[config.mk]
export PLATFORM = sky130hd
export DESIGN_NAME = exp_taylor
export DESIGN_NICKNAME = d
export VERILOG_FILES = /design/src/rtl/exp_taylor.sv
export SDC_FILE = /design/constraint.sdc
export NUM_CORES = 2
export LEC_CHECK = 0
export ABC_AREA = 0
export CORE_MARGIN = 2
export CORE_UTILIZATION = 56
export DETAILED_ROUTE_END_ITERATION = 12
export GPL_TIMING_DRIVEN = 0
export MAX_ROUTING_LAYER = met4
export PLACE_DENSITY = 0.73
export SYNTH_ARGS = -nofsm -noshare
export SYNTH_HDL_FRONTEND = slang
export SYNTH_SLANG_ARGS = --single-unit
[constraint.sdc]
create_clock -name CLK -period 249.9 [get_ports CLK]
set_clock_uncertainty 0.1 [all_clocks]
set_input_delay 74.97 -clock CLK [delete_from_list [all_inputs] [get_ports CLK]]
set_output_delay 74.97 -clock CLK [all_outputs]
set_load 0.1 [all_outputs]
[src/rtl/exp_taylor.sv]
// exp_taylor: iterative e^x for a signed fixed-point argument.
//
// Evaluates the Taylor series about 0 in Horner form,
//   y = 1 + x/1*(1 + x/2*(1 + ... (1 + x/N))),
// one term per clock on a single multiply/divide datapath. Companion of the
// ln(x) block: maps log-domain quantities back to the linear domain.
//
// Ports:
//   CLK        clock, rising edge
//   RST        asynchronous reset, active-high
//   in_valid   in_data valid
//   in_ready   block can accept an argument (state == IDLE)
//   in_data    signed x, FRAC_BITS fraction bits
//   out_valid  out_data valid, held until out_ready
//   out_ready  consumer accepts out_data
//   out_data   signed e^x, FRAC_BITS fraction bits (kept after handshake)
//   busy       high while a computation or result is pending
//
// States:
//   IDLE | waiting for an argument, in_ready high
//   CALC | one Horner iteration per clock, k counts down N_TERMS..1
//   DONE | result presented, waiting for out_ready

`ifndef H_FXP_DECIMAL_BITS
`define H_FXP_DECIMAL_BITS 10
`endif

module exp_taylor #(
    parameter int N_TERMS   = 8,
    parameter int FRAC_BITS = `H_FXP_DECIMAL_BITS
) (
    input  logic        CLK,
    input  logic        RST,
    input  logic        in_valid,
    output logic        in_ready,
    input  logic [31:0] in_data,
    output logic        out_valid,
    input  logic        out_ready,
    output logic [31:0] out_data,
    output logic        busy
);

    if (N_TERMS < 1 || N_TERMS > 15) begin : g_bad_terms
        $error("exp_taylor: N_TERMS must be in 1..15");
    end

    localparam logic signed [31:0] ONE = 32'sd1 <<< FRAC_BITS;

    typedef enum logic [1:0] {
        IDLE = 2'd0,
        CALC = 2'd1,
        DONE = 2'd2
    } state_t;

    state_t state, state_nxt;

    logic signed [31:0] x_reg;
    logic signed [31:0] acc;
    logic        [3:0]  k;

    logic signed [63:0] p;
    logic signed [31:0] t;
    logic signed [31:0] divisor;
    logic signed [31:0] quot;

    // Full-width product, then floor-shift back to the fixed-point scale.
    always_comb begin
        p       = 64'(acc) * 64'(x_reg);
        t       = 32'(p >>> FRAC_BITS);
        // k is only zero outside CALC where quot is unused; keep the divider defined.
        divisor = (k == 4'd0) ? 32'sd1 : $signed({28'd0, k});
        quot    = t / divisor;
    end

    always_ff @(posedge CLK or posedge RST) begin
        if (RST) begin
            state <= IDLE;
        end else begin
            state <= state_nxt;
        end
    end

    always_comb begin
        state_nxt = state;
        case (state)
            IDLE: if (in_valid) state_nxt = CALC;
            CALC: if (k == 4'd1) state_nxt = DONE;
            DONE: if (out_ready) state_nxt = IDLE;
            default: state_nxt = IDLE;
        endcase
    end

    assign in_ready = (state == IDLE);
    assign busy     = (state != IDLE);

    always_ff @(posedge CLK or posedge RST) begin
        if (RST) begin
            x_reg     <= '0;
            acc       <= '0;
            k         <= '0;
            out_valid <= 1'b0;
            out_data  <= '0;
        end else begin
            case (state)
                IDLE: begin
                    if (in_valid) begin
                        x_reg <= in_data;
                        acc   <= ONE;
                        k     <= 4'(N_TERMS);
                    end
                end
                CALC: begin
                    acc <= ONE + quot;
                    k   <= k - 4'd1;
                    // Last term divides by 1, so the result is ONE + t directly.
                    if (k == 4'd1) begin
                        out_data  <= ONE + t;
                        out_valid <= 1'b1;
                    end
                end
                DONE: begin
                    if (out_ready) begin
                        out_valid <= 1'b0;
                    end
                end
                default: ;
            endcase
        end
    end

endmodule

==> results.ini <==
[route]
drc=0
detail_route.wl_per_cell_um=23.43
vias_per_cell=6.280
drtIter0Drc=4415
drt_first_pass_iters=6
ant_nets=0
vias=47642
wl_um=177700

[global_routing]
grt_max_degree=59
grt_pass1_vias=46418
antenna_found_initial=8
grt_usage_pct=40.66
grt_pass1_wl_um=273700
grt-ovfl-total=0

[synthesis]
synth_edf_count=0
synth_area_leaders=fa_1, ha_1, inv_1
yosysTopAreaCellShare_pct=28.13
synthDistinctLibCells=135
syn_area_um2=49390
yosysWarningCount=0
yosysTopAreaCell=fa_1
seq_area_frac_synth_pct=5.219
synthesis.nets=7347
syn_avg_cell_area_um2=7.803
ys_seq_elements=103
syn_inst=6329
async_flop_share_pct=100.0
synth_top_flop_cell=dfrtp_1

[cts]
hold_buffers=0
htreeDepth=3
cts_setup_buffers=0
cts_made_buffers=9
clk_pin_slew_ns=0.10
cts_num_sinks=103
clk_latency_ns=0.42
cts_resized=0
cts_tree=built
cts_root_buf=clkbuf_16
clk_path_buf_depth=2

[cells_and_area]
nets=7430
drive_gt1_share_pct=3.662
fin_area_um2=51910
area_delta_synth_final_pct=5.115

[worst_setup_path]
cp_slowest_cell=nor4_1
endpoint=acc[31]
r2r_cells=370
path_class=flip-flop to flip-flop
cp_slowest_stage_delay_ns=1.27
crit_top_cell=o21a_1
start_kind=flip-flop
critPathRequiredTime_ns=250.09
crit_fanout=11
arrival_ns=101.85
reg2reg_to=acc[31]
rrSetupSlack_ns=148.24
end_kind=flip-flop
timing.rr.start=acc[14]
worstSetupStartpoint=acc[14]

[sta]
finalCritPeriodShare_pct=40.68
rsz0062_at_grt=false
min_period_ns=101.66
setup_viol=0
tightest_slew_ns=1.456
tns_ns=0
slew_viol_final=0
hold_violations=0
slew_headroom_pct=2.925
fmax_mhz=9.837
setup_ws_ns=148.24

[run_status]
run_status=finished clean

[job]
maxCapViolations=0

[place]
gp_congestion=1.098
dpl_worst_slack_ns=150.64
dp_hpwl_um=146900
port_buffers=70
placedInstanceArea_um2=51570

[floorplanning]
die_area_um2=90580
num_rows=108
die_w_um=301.0
die_h_um=301.0
io_pins=71
initial_core_util_pct=56.75
fp.coreArea_um2=87020

[worst_hold_path]
hold_depth=2
holdCritPathClass=flip-flop to flip-flop

==> placed cells by master (no fill, tap or decap), types with 91 or more instances in the layout <==
cell type and count:
inv_1 877, nand2_1 760, fa_1 694, and2_1 500, nor2_1 370, ha_1 288
a21oi_1 249, clkbuf_1 245, xnor2_1 234, o21ai_0 193, nor3_1 179, nand3_1 138
xor2_1 103, dfrtp_1 103, o21a_1 91
==> worst min-delay path by stage <==
stage | endpoint | start | slack (ns)
finish | out_data[12] | out_data[12] | 0.39
global route | out_data[10] | out_data[10] | 0.43
CTS | out_data[12] | out_data[12] | 0.39
detailed placement | out_data[12] | out_data[12] | 0.38
global placement | out_data[12] | out_data[12] | 0.36
floorplan | k[3] | k[3] | 0.39
==> per-layer routing <==
layer	part of all wire, %	global-route usage [%]	vias up
li1	-	-	21352
met1	38	48.88	23334
met2	46	64.78	2323
met3	8.9	7.027	633
met4	7.1	22.72	0
met5	0	-	-
==> cell type report <==
cell class | instances | area, µm²
multi-input combinational | 5056 | 42360
fill | 8225 | 35110
inverter | 880 | 3308
sequential | 103 | 2577
tap | 1155 | 1445
buffer | 290 | 1151
timing repair buffer | 72 | 748.2
clock buffer | 10 | 229.0
clock inverter | 6 | 61.31
antenna | 14 | 35.03
==> kinds of logic after synthesis <==
family / share of synthesized area, %
and+or+nand+nor: 25.77
AOI/OAI and AO/OA: 16.89
buffers and inverters: 9.019
adders and majority gates: 35.55
xor gates and xnor gates: 6.055
DFF: 5.219
muxes: 1.497
==> critical path: cells and delay by family, from the launching register on <==
family          cells  cell delay (ns)
compound gates    157            37.50
xor+xnor            2             0.74
fa+ha+maj          42            14.80
buf+inv            39            11.06
flops               1             0.42
mux                 5             1.72
simple gates      125            34.97
==> metrics by stage <==
step / util, % / hold slack, ns / std cells
after floorplan: - / 0.3893 / 6329
after global placement: 59.22 / 0.3623 / 7554
after detailed placement: 59.26 / 0.3756 / 7555
after CTS: 59.59 / 0.3949 / 7571
after global routing: 59.63 / 0.4292 / 7577
final: 59.65 / 0.3881 / 7586
==> synthesized netlist by cell type (all sizes together), types with 54 or more instances <==
library cell    n
nor3          189
a21o           54
o21a           91
or2            62
nand3         140
a21oi         251
and3           63
xnor2         235
a31oi          68
inv           880
clkbuf        244
ha            288
a211oi         61
o21ai         247
nor2          370
and2          502
xor2          103
nor4           72
nand4          65
nand2         763
nand2b         56
fa            694
dfrtp         103
Power is not shown: default switching activity piles up to over one toggle a cycle in this logic, so the estimate is an artifact.
